[config.mk]
export PLATFORM = sky130hd
export DESIGN_NAME = udp_tx_packetizer
export DESIGN_NICKNAME = d
export VERILOG_FILES = /design/src/rtl/udp_tx_packetizer.sv
export SDC_FILE = /design/constraint.sdc
export NUM_CORES = 1
export LEC_CHECK = 0
export ABC_CLOCK_PERIOD_IN_PS = 4000
export BUFFER_PORTS_ARGS = -buffer_cell sky130_fd_sc_hd__buf_2
export CAP_MARGIN = 20
export CORE_MARGIN = 5
export CORE_UTILIZATION = 57
export CTS_CLUSTER_SIZE = 14
export DETAILED_ROUTE_END_ITERATION = 16
export GPL_ROUTABILITY_DRIVEN = 1
export GPL_TIMING_DRIVEN = 0
export PLACE_DENSITY_LB_ADDON = 0.1
export SYNTH_ARGS = -nofsm -noshare
export SYNTH_HDL_FRONTEND = slang
export SYNTH_SLANG_ARGS = --single-unit
[constraint.sdc]
create_clock -name clock -period 4 [get_ports clock]
set_input_delay 0.4 -clock clock [delete_from_list [all_inputs] [get_ports clock]]
set_output_delay 0.4 -clock clock [all_outputs]
set_load 0.01 [all_outputs]
[src/rtl/udp_tx_packetizer.sv]
`timescale 1ns/1ps
// UDP tx packetizer: frames PAYLOAD_WORDS 32-bit samples behind a 4-byte
// sequence header into the tx data FIFO, then writes one 96-bit descriptor
// (port, MAC, IP) into the tx status FIFO.
module udp_tx_packetizer #(
  parameter int unsigned PAYLOAD_WORDS   = 256,
  parameter int unsigned DATA_FIFO_WORDS = 8192
) (
  input  logic        clock,
  input  logic        reset_n,
  input  logic        enable,
  input  logic [15:0] dest_port,
  input  logic [47:0] dest_mac,
  input  logic [31:0] dest_ip,
  input  logic [31:0] s_data,
  input  logic        s_valid,
  output logic        s_ready,
  output logic        wrreq_data,
  output logic [7:0]  data_to_fifo,
  input  logic        wrfull_data,
  input  logic [12:0] wrusedw_data,
  output logic        wrreq_status,
  output logic [95:0] status_to_fifo,
  input  logic        wrfull_status,
  input  logic [7:0]  wrusedw_status,
  output logic [31:0] seq_num,
  output logic        busy
);

  localparam int unsigned PKT_BYTES    = 4 + 4 * PAYLOAD_WORDS;
  localparam int unsigned SPACE_LIMIT  = DATA_FIFO_WORDS - 1 - PKT_BYTES;
  localparam int unsigned CNT_W        = $clog2(PAYLOAD_WORDS + 1);
  localparam logic [7:0]  STATUS_LIMIT = 8'd254;

  typedef enum logic [2:0] {IDLE, WAIT_SPACE, HEADER, PAYLOAD, STATUS} state_t;

  state_t             state_q, state_d;
  logic [31:0]        hold_q, hold_d;
  logic               full_q, full_d;
  logic [1:0]         idx_q, idx_d;
  logic [CNT_W-1:0]   cnt_q, cnt_d;
  logic [15:0]        port_q, port_d;
  logic [47:0]        mac_q, mac_d;
  logic [31:0]        ip_q, ip_d;
  logic [31:0]        seq_d;
  logic               wr_data_d, wr_status_d, s_ready_d, busy_d;
  logic [7:0]         byte_d;
  logic [95:0]        status_d;
  logic               space_ok, capture, owed;

  // Select byte i of a word, MSB first
  function automatic logic [7:0] pick(input logic [31:0] w, input logic [1:0] i);
    case (i)
      2'd0:    return w[31:24];
      2'd1:    return w[23:16];
      2'd2:    return w[15:8];
      default: return w[7:0];
    endcase
  endfunction

  assign space_ok = (32'(wrusedw_data) <= SPACE_LIMIT) && !wrfull_data &&
                    !wrfull_status && (wrusedw_status < STATUS_LIMIT);
  assign capture  = s_valid && s_ready;
  assign owed     = cnt_q < CNT_W'(PAYLOAD_WORDS);

  // Next-state and registered-output values
  always_comb begin
    state_d     = state_q;
    hold_d      = hold_q;
    full_d      = full_q;
    idx_d       = idx_q;
    cnt_d       = cnt_q;
    port_d      = port_q;
    mac_d       = mac_q;
    ip_d        = ip_q;
    seq_d       = seq_num;
    wr_data_d   = 1'b0;
    byte_d      = data_to_fifo;
    wr_status_d = 1'b0;
    status_d    = status_to_fifo;

    case (state_q)
      IDLE: begin
        if (enable && s_valid) state_d = WAIT_SPACE;
      end
      WAIT_SPACE: begin
        if (space_ok) begin
          port_d  = dest_port;
          mac_d   = dest_mac;
          ip_d    = dest_ip;
          idx_d   = 2'd0;
          state_d = HEADER;
        end
      end
      HEADER: begin
        wr_data_d = 1'b1;
        byte_d    = pick(seq_num, idx_q);
        idx_d     = idx_q + 2'd1;
        if (idx_q == 2'd3) begin
          full_d  = 1'b0;
          cnt_d   = '0;
          state_d = PAYLOAD;
        end
      end
      PAYLOAD: begin
        if (!full_q) begin
          // Empty register: forward the MSB straight away to avoid a bubble
          if (capture) begin
            wr_data_d = 1'b1;
            byte_d    = s_data[31:24];
            hold_d    = s_data;
            full_d    = 1'b1;
            idx_d     = 2'd1;
            cnt_d     = cnt_q + CNT_W'(1);
          end
        end else begin
          wr_data_d = 1'b1;
          byte_d    = pick(hold_q, idx_q);
          idx_d     = idx_q + 2'd1;
          if (idx_q == 2'd3) begin
            if (capture) begin
              hold_d = s_data;
              cnt_d  = cnt_q + CNT_W'(1);
            end else begin
              full_d = 1'b0;
              if (!owed) state_d = STATUS;
            end
          end
        end
      end
      STATUS: begin
        wr_status_d = 1'b1;
        status_d    = {port_q, mac_q, ip_q};
        seq_d       = seq_num + 32'd1;
        state_d     = IDLE;
      end
      default: state_d = IDLE;
    endcase

    s_ready_d = (state_d == PAYLOAD) &&
                (!full_d || (idx_d == 2'd3 && cnt_d < CNT_W'(PAYLOAD_WORDS)));
    busy_d    = (state_d != IDLE);
  end

  // State and output registers
  always_ff @(posedge clock or negedge reset_n) begin
    if (!reset_n) begin
      state_q        <= IDLE;
      hold_q         <= '0;
      full_q         <= 1'b0;
      idx_q          <= '0;
      cnt_q          <= '0;
      port_q         <= '0;
      mac_q          <= '0;
      ip_q           <= '0;
      seq_num        <= '0;
      s_ready        <= 1'b0;
      wrreq_data     <= 1'b0;
      data_to_fifo   <= '0;
      wrreq_status   <= 1'b0;
      status_to_fifo <= '0;
      busy           <= 1'b0;
    end else begin
      state_q        <= state_d;
      hold_q         <= hold_d;
      full_q         <= full_d;
      idx_q          <= idx_d;
      cnt_q          <= cnt_d;
      port_q         <= port_d;
      mac_q          <= mac_d;
      ip_q           <= ip_d;
      seq_num        <= seq_d;
      s_ready        <= s_ready_d;
      wrreq_data     <= wr_data_d;
      data_to_fifo   <= byte_d;
      wrreq_status   <= wr_status_d;
      status_to_fifo <= status_d;
      busy           <= busy_d;
    end
  end

endmodule

# ---- After elaboration in Yosys (flattened, before gate mapping)
# Cells that the tools add are included.
dict set report word_totals {
  input_bits 155
  wordCells 84
  register_bits 283
}
dict set report classes {
  addsub 3
  order_cmp 4
  muxes 33
  n_eq_ne 11
  reduce_logical 18
}
# operator n
set ops {}
lappend ops {{2-to-1 mux 32 bit} 3}
lappend ops {{case mux 8 bit (3 select lines)} 2}
lappend ops {{2-to-1 mux 9 bit} 4}
lappend ops {{adder 32 x 1 -> 32 bit, second input constant} 1}
lappend ops {{2-to-1 mux 3 bit} 7}
lappend ops {{< comparator 9 bit, second input constant} 2}
lappend ops {{case mux 9 bit (2 select lines)} 1}
lappend ops {{2-to-1 mux 8 bit} 2}
lappend ops {{case mux 8 bit (2 select lines)} 1}
lappend ops {{less-or-equal comparator 13 bit, second input constant} 1}
lappend ops {{case mux 3 bit (4 select lines)} 1}
lappend ops {{adder 9 x 1 -> 9 bit, second input constant} 1}
lappend ops {{equality test 3 x 2 -> 1 bit, second input constant} 3}
lappend ops {{< comparator 8 bit, second input constant} 1}
lappend ops {{logical AND 1 bit} 7}
lappend ops {{equality test 2 bit, second input constant} 3}
lappend ops {{2-to-1 mux 1 bit} 6}
lappend ops {{2-to-1 mux 2 bit} 3}
lappend ops {{case mux 2 bit (3 select lines)} 1}
lappend ops {{AND reduction 2 bit} 3}
lappend ops {{case mux 1 bit (2 select lines)} 2}
lappend ops {{equality test 3 x 1 -> 1 bit, second input constant} 1}
lappend ops {{equality test 3 bit, second input constant} 1}
lappend ops {{logical NOT 1 bit} 3}
lappend ops {{other kinds (9)} 9}

# ---- Longest topological paths before layout
# Gate-level depths: netlist of run 1.
dict set report logic_depth {
  word_depth 10
  depth_mapped 9
}

# ---- Worst setup path before layout of run 1
# OpenSTA, ideal clock, no wires.
dict set report synth_path {
  kind {register to register}
  start {register idx_q[0]}
  end {register hold_q[10]}
  setup_ns 0.125
  setup_slack_ns 1.957
  arrival_time_ns 1.918
  path_stages_with_launch 8
  required_ns 3.875
  synth_period_minus_slack_ns 2.043
  path_buffers 2
  cell_sequence {dfrtp_1 ha_1 clkbuf_1 inv_1 a21o_1 nor2_1 buf_2 mux2_2}
}
dict set report synth_between {
  elab_chain_cells 3
}
# element line_no
set synth_lines {}
lappend synth_lines {{start, declared} 40} ;# logic [1:0] idx_q, idx_d;
lappend synth_lines {{start signal, assigned} 167} ;# idx_q <= idx_d;
lappend synth_lines {{equality test 2 bit} 120} ;# if (idx_q == 2'd3) begin
lappend synth_lines {{!= test 2 x 1 -> 1 bit (no source line)} n/a}
lappend synth_lines {{AND reduction 2 bit (no source line)} n/a}
lappend synth_lines {{end signal, assigned} 165} ;# hold_q <= hold_d;
lappend synth_lines {{end, declared} 38} ;# logic [31:0] hold_q, hold_d;
# No other way between the ends.
# A chain may end at the register's enable or synchronous reset.

# ---- Worst setup path in the final report of run 1
dict set report layout_path {
  start {register idx_q[0]}
  end {register hold_q[21]}
}
# Same word-level chain as after synthesis.

==> results of run 1 <==
-- state kept, by name, summed over array words and instances (netlist names) --
name and count:
busy 1, cnt_q 9, data_to_fifo 8, full_q 1
hold_q 32, idx_q 2, ip_q 32, mac_q 48
port_q 16, s_ready 1, seq_num 32, state_q 3
status_to_fifo 96, wrreq_data 1, wrreq_status 1
-- worst max path at each step --
| stage | startpoint | end | slack [ns] | depth (start not counted) |
|---|---|---|---|---|
| 2_1_floorplan | idx_q[0] | hold_q[10] | 1.96 | 7 |
| 3_3_place_gp | reset_n | status_to_fifo[86] | -2.66 | 1 |
| 3_5_place_dp | idx_q[0] | hold_q[21] | 1.41 | 7 |
| 4_1_cts | idx_q[0] | hold_q[23] | 1.40 | 7 |
| 5_1_grt | idx_q[0] | hold_q[23] | 1.27 | 7 |
| 6_report | idx_q[0] | hold_q[21] | 1.43 | 7 |
-- logic make-up after synthesis --
| logic type | synth area share |
|---|---|
| DFF | 0.613 |
| muxes | 0.227 |
| adders and majority gates | 0.00650 |
| and+or+nand+nor | 0.0567 |
| AOI/OAI and AO/OA | 0.0505 |
| buffers and inverters | 0.0216 |
| xor gates and xnor gates | 0.0243 |
-- metrics by stage --
stage	total power, mW	util	setup WS (ns)
floorplan	5.65	-	1.96
global placement	6.38	0.664	-2.66
CTS	9.28	0.717	1.40
global route	9.76	0.718	1.27
detailed placement	6.50	0.667	1.41
finish	9.21	0.718	1.43
-- timing repair --
item	in CTS	in global routing
setup buffers	0	0
gates resized for setup	0	0
endpoints found under the setup margin	0	0
endpoints found under the hold margin	68	0
hold buffers	1	0
-- layout by cell type (no fill, tap or decap), drive strengths merged, types with 4 or more instances in the layout --
cell type / n
a21oi: 21
a222oi: 16
and3: 13
buf: 322
clkbuf: 58
clkinv: 5
dfrtp: 283
diode: 4
ha: 6
inv: 12
mux2: 225
mux2i: 9
nand2: 30
nand3: 18
nand4: 10
nor2: 33
nor3: 7
o21ai: 28
o22a: 8
xnor2: 16
xor2: 16
-- power groups by stage --
stage	combinational (mW)	clock (mW)	sequential [mW]
after floorplan	1.44	0	4.21
after global placement	2.19	0	4.19
after detailed placement	2.26	0	4.24
after CTS	2.28	2.80	4.20
after global routing	2.51	2.94	4.31
final	2.26	2.75	4.20
-- worst max-delay path: cells and delay by family (launching register included) --
kind / cells / cell delay (ns)
mux: 1 / 0.38
compound gates: 1 / 0.25
fa+ha+maj: 1 / 0.17
simple gates: 1 / 0.31
buf+inv: 3 / 0.93
flops: 1 / 0.42
-- synth_stat cells (2+ instances only) --
master,instances,area [sq um]
mux2_2,225,2530
dfrtp_1,283,7080
a222oi_1,16,160
nor3_1,7,35.0
clkbuf_1,11,41.3
nor2b_1,2,12.5
and2_1,2,12.5
a21o_1,2,15.0
xor2_1,16,140
or3_1,2,12.5
ha_1,6,75.1
nand2b_1,3,18.8
buf_1,2,7.51
o21ai_0,28,140
nand2_1,30,113
buf_6,2,22.5
xnor2_1,16,140
a31oi_1,3,18.8
mux2i_1,9,90.1
nor2_1,33,124
buf_2,24,120
o21a_1,2,15.0
and3_1,13,81.3
inv_1,12,45.0
nand4_2,2,25.0
o22a_1,8,70.1
nand3_1,18,90.1
and4_1,3,26.3
a21oi_1,21,105
nand4_1,8,50.1
-- metal layers --
layer	global-route usage	vias to the layer above	part of all wire
met5	0	-	0.0022
li1	-	3603	-
met3	0.0761	55	0.087
met1	0.309	3938	0.40
met4	0.0698	8	0.024
met2	0.378	267	0.49
-- final cells by class --
cell class	count	area [sq um]
flip-flops and latches	283	7080
diodes	4	10.0
clock buffers	46	902
clock inverters	9	100
fillers	1406	5680
well taps	270	338
multi-input cells	485	4220
inverters	12	45.0
repair buffers	294	1530
plain buffers	41	204
==> results.py, run 1 <==
metrics = {
    "detailed_routing": {
        "drt_first_iter_violations": 403,
        "routed_via_density": 5.45,
        "wl_per_cell_um": 19.1,
        "first_pass_iters": 9,
        "vias": 7871,
        "wl_mm": 27.5,
        "postRouteAntennaNets": 0,
        "post-route-drc-count": 0,
    },
    "cells_and_area": {
        "stdcell_count": 1444,
        "drive_above_1_share": 0.512,
        "syn_to_final_growth_pct": 25.0,
        "final_area_sq_um": 14400,
        "nets": 1308,
    },
    "setup_path": {
        "worstReg2RegStart": "idx_q[0]",
        "worstSetupPathType": "register to register",
        "startpoint_type": "register",
        "rr_worst_depth": 7,
        "cp.arrival_ns": 2.97,
        "end_kind": "register",
        "slowest_delay_ns": 0.42,
        "rr_endpoint": "hold_q[21]",
        "required_ns": 4.41,
        "r2r_slack_ns": 1.43,
        "cpMaxStageDelayCell": "dfrtp_1",
        "crit_path_cell_trace": "ha_1 -> clkbuf_1 -> inv_1 -> a21o_1 -> nor2_1 -> buf_2 -> mux2_2",
        "path_max_fanout": 10,
    },
    "clock_network": {
        "cts_buffer_depth": 3,
        "cts_root_buf": "clkbuf_16",
        "numCtsBuffers": 30,
        "cts_num_sinks": 283,
        "htreeDepth": 1,
        "worstSkewPairLatency_ns": 0.53,
        "clk_pin_slew_worst_paths_ns": 0.06,
        "cts_tree": "yes",
    },
    "yosys": {
        "avgSynthCellArea_sq_um": 14.1,
        "postSynthCellCount": 821,
        "yosysWarnings": 0,
        "ys_seq_elements": 283,
        "synth_fp_nets": 982,
        "netlist_area_sq_um": 11500,
        "synth-main-ff-cell": "dfrtp_1",
        "async_reset_ff_frac": 1.00,
        "ys_seq_area_frac": 0.613,
        "synth_edf_count": 0,
        "ys_types": 42,
    },
    "sta": {
        "layout_min_cycle_time_ns": 2.57,
        "maxSlewViolCount": 0,
        "tns_ns": 0,
        "fin_skew_ns": 0.00970,
        "setup_viol": 0,
        "fmax_ghz": 0.390,
        "worst_slew_pin_slew_ns": 0.766,
        "worst_hold_slack_ns": 0.0996,
        "hold_violations": 0,
        "grt_setup_unrepaired": "no",
        "max-slew-margin-rel": 0.489,
        "fin_crit_sh": 0.641,
    },
    "placement": {
        "place_congestion": 0.872,
        "dp_hpwl_mm": 19.6,
        "port_buffers": 291,
        "place_area_sq_um": 13400,
        "place_inst": 1384,
    },
    "floorplanning": {
        "core_area_sq_um": 20100,
        "fp-row-count": 52,
        "die-area_sq_um": 23200,
        "die_w_um": 152,
        "die_h_um": 152,
        "start_util": 0.574,
        "io_pins": 295,
    },
    "min_path": {
        "worstHoldEndpoint": "port_q[15]",
        "hold_path_class": "input pin to register",
        "hp-start": "dest_port[15]",
        "whs_path_depth": 2,
    },
    "global_route": {
        "grt_overflow": 0,
        "grt_start_max_net_pins": 123,
        "grt_pass1_vias": 8312,
        "grt_antenna_before_repair": 8,
        "grt_pass1_wl_mm": 45.0,
        "grt_usage": 0.235,
    },
    "job": {
        "drv_cap": 0,
    },
    "power_and_ir_drop": {
        "p_leak_nw": 7.49,
        "ir_drop_mv": 0.407,
        "p_per_area_nw_per_um2": 638,
        "p_int_mw": 6.56,
        "swShare": 0.288,
        "pwr-share-seq": 0.456,
        "p_clk_frac": 0.299,
        "comb_power_share": 0.245,
        "switching_power_mw": 2.65,
    },
    "status": {
        "status": "completed",
    },
}
Note: power is estimated with default switching activity, not from simulation.
==> run 2: changes to the inputs <==
--- a/config.mk
+++ b/config.mk
@@ -5,11 +5,11 @@
 export SDC_FILE = /design/constraint.sdc
 export NUM_CORES = 1
 export LEC_CHECK = 0
-export ABC_CLOCK_PERIOD_IN_PS = 4000
+export ABC_CLOCK_PERIOD_IN_PS = 2500
 export BUFFER_PORTS_ARGS = -buffer_cell sky130_fd_sc_hd__buf_2
 export CAP_MARGIN = 20
 export CORE_MARGIN = 5
-export CORE_UTILIZATION = 57
+export CORE_UTILIZATION = 53
 export CTS_CLUSTER_SIZE = 14
 export DETAILED_ROUTE_END_ITERATION = 16
 export GPL_ROUTABILITY_DRIVEN = 1
==> constraint.sdc (replaced) <==
create_clock -name clock -period 2.5 [get_ports clock]
set_input_delay 0.25 -clock clock [delete_from_list [all_inputs] [get_ports clock]]
set_output_delay 0.25 -clock clock [all_outputs]
set_load 0.01 [all_outputs]
==> results.py, run 2 (synthesized netlist as in run 1, its figures left out) <==
metrics = {
    "floorplanning": {
        "die_h_um": 158,
        "die_w_um": 158,
        "core_area_sq_um": 21600,
        "fp-row-count": 54,
        "die-area_sq_um": 24800,
        "start_util": 0.534,
        "io_pins": 295,
    },
    "sta": {
        "fmax_ghz": 0.432,
        "fin_skew_ns": 0.0190,
        "grt_setup_unrepaired": "no",
        "layout_min_cycle_time_ns": 2.31,
        "setup_viol": 0,
        "max-slew-margin-rel": 0.490,
        "maxSlewViolCount": 0,
        "fin_crit_sh": 0.926,
        "worst_slew_pin_slew_ns": 0.765,
        "hold_violations": 0,
    },
    "detailed_routing": {
        "post-route-drc-count": 0,
        "postRouteAntennaNets": 0,
        "wl_mm": 29.5,
        "routed_via_density": 5.26,
        "vias": 8283,
        "first_pass_iters": 8,
        "drt_first_iter_violations": 436,
        "wl_per_cell_um": 18.7,
    },
    "cells_and_area": {
        "fillers": 1480,
        "final_area_sq_um": 15800,
        "drive_above_1_share": 0.465,
        "nets": 1435,
        "finish.utilization": 0.729,
        "reg.largest.list": "status_to_fifo x96, mac_q x48",
        "largest_reg_flops": 96,
        "top_register": "status_to_fifo",
        "antenna_cells": 0,
        "layout_commonest_cell": "buf_2",
        "final_cell_mix": "buf_2 (314), dfrtp_1 (283), mux2_2 (225), dlygate4sd3_1 (129), nor2_1 (33)",
        "syn_to_final_growth_pct": 36.4,
    },
    "clock_network": {
        "cts_num_sinks": 283,
        "post_cts_buffers": 0,
        "cts_root_buf": "clkbuf_16",
        "numCtsBuffers": 30,
        "cts_buffer_depth": 3,
        "cts_tree": "yes",
        "worstSkewPairLatency_ns": 0.55,
        "htreeDepth": 1,
        "clk_pin_slew_worst_paths_ns": 0.06,
    },
    "power_and_ir_drop": {
        "ir_drop_mv": 0.797,
        "p_clk_frac": 0.305,
        "p_int_mw": 10.8,
        "p_leak_nw": 8.05,
        "p_per_area_nw_per_um2": 960,
        "pwr-share-seq": 0.445,
        "switching_power_mw": 4.36,
        "comb_power_share": 0.251,
        "swShare": 0.288,
    },
    "setup_path": {
        "path_max_fanout": 10,
        "cp.arrival_ns": 2.74,
        "required_ns": 2.92,
        "startpoint_type": "register",
        "end_kind": "register",
        "worstSetupPathType": "register to register",
    },
    "global_route": {
        "grt_start_max_net_pins": 118,
        "grt_pass1_wl_mm": 47.3,
        "grt_overflow": 0,
        "grt_pass1_vias": 8913,
        "grt_usage": 0.236,
        "grt_antenna_before_repair": 0,
    },
    "placement": {
        "dp_hpwl_mm": 19.8,
        "place_area_sq_um": 13400,
        "place_congestion": 0.844,
        "port_buffers": 291,
    },
    "job": {
        "drv_cap": 0,
    },
    "status": {
        "status": "completed",
    },
    "min_path": {
        "hold_path_class": "input pin to register",
    },
}
## run 2: critical path, cell delays in order, from the launching register on
cell and delay, ns:
dfrtp_1 0.42, ha_2 0.34, inv_1 0.12, a21o_1 0.23, nor2_1 0.33, buf_2 0.36, mux2_2 0.39
## run 2: power groups by stage
| stage | clock, mW | combinational [mW] | sequential (mW) |
|---|---|---|---|
| after floorplan | 0 | 2.31 | 6.73 |
| after global placement | 0 | 3.50 | 6.71 |
| after detailed placement | 0 | 3.61 | 6.77 |
| after CTS | 4.70 | 3.80 | 6.71 |
| after global routing | 4.90 | 4.19 | 6.89 |
| final | 4.60 | 3.79 | 6.73 |
## run 2: path summary, 6_finish.rpt
kind,startpoint,end,slack [ns],cells past startpoint
min in group asynchronous,reset_n,hold_q[2],0.27,2
hold / removal,enable,busy,0.09,3
setup / recovery,idx_q[0],hold_q[20],0.19,6
setup reg to reg,idx_q[0],hold_q[20],0.19,6
hold reg to reg,cnt_q[7],cnt_q[7],0.48,1
max in group asynchronous,reset_n,status_to_fifo[76],1.26,3
## run 2: final cells by class
class | instances | area (sq um) | share of cell area
multi-input combinational | 485 | 4220 | 0.268
tap | 280 | 350 | 0.0222
timing repair buffer | 422 | 2810 | 0.179
sequential | 283 | 7080 | 0.450
inverter | 12 | 45.0 | 0.00286
clock buffer | 45 | 907 | 0.0576
clock inverter | 9 | 135 | 0.00858
buffer | 40 | 201 | 0.0128
## run 2: through the flow
stage               setup WS, ns  total power, mW  setup TNS, ns  hold WS (ns)  instances
global route              0.0482             16.0              0         0.105       1576
finish                     0.186             15.1              0        0.0885       1576
detailed placement       -0.0588             10.4         -0.749         0.261       1394
global placement           -4.08             10.2       -1143.99         0.471       1392
floorplan                  0.457             9.05              0       -0.0456        821
CTS                       0.0380             15.2              0        0.0544       1576
## run 2: routing by layer
layer  track usage  vias to the layer above  part of all wire
li1              -                     3847                 -
met1         0.311                     4131              0.41
met2         0.393                      250              0.49
met3        0.0615                       55             0.068
met4        0.0623                        0             0.029
met5             0                        -                 0
## run 2: repair_timing
item | 4_1_cts | 5_1_grt
hold buffers | 129 | 0
hold endpoints to repair | 199 | 0
setup endpoints to repair | 29 | 30
pin swaps | 0 | 0
resized for setup | 0 | 3
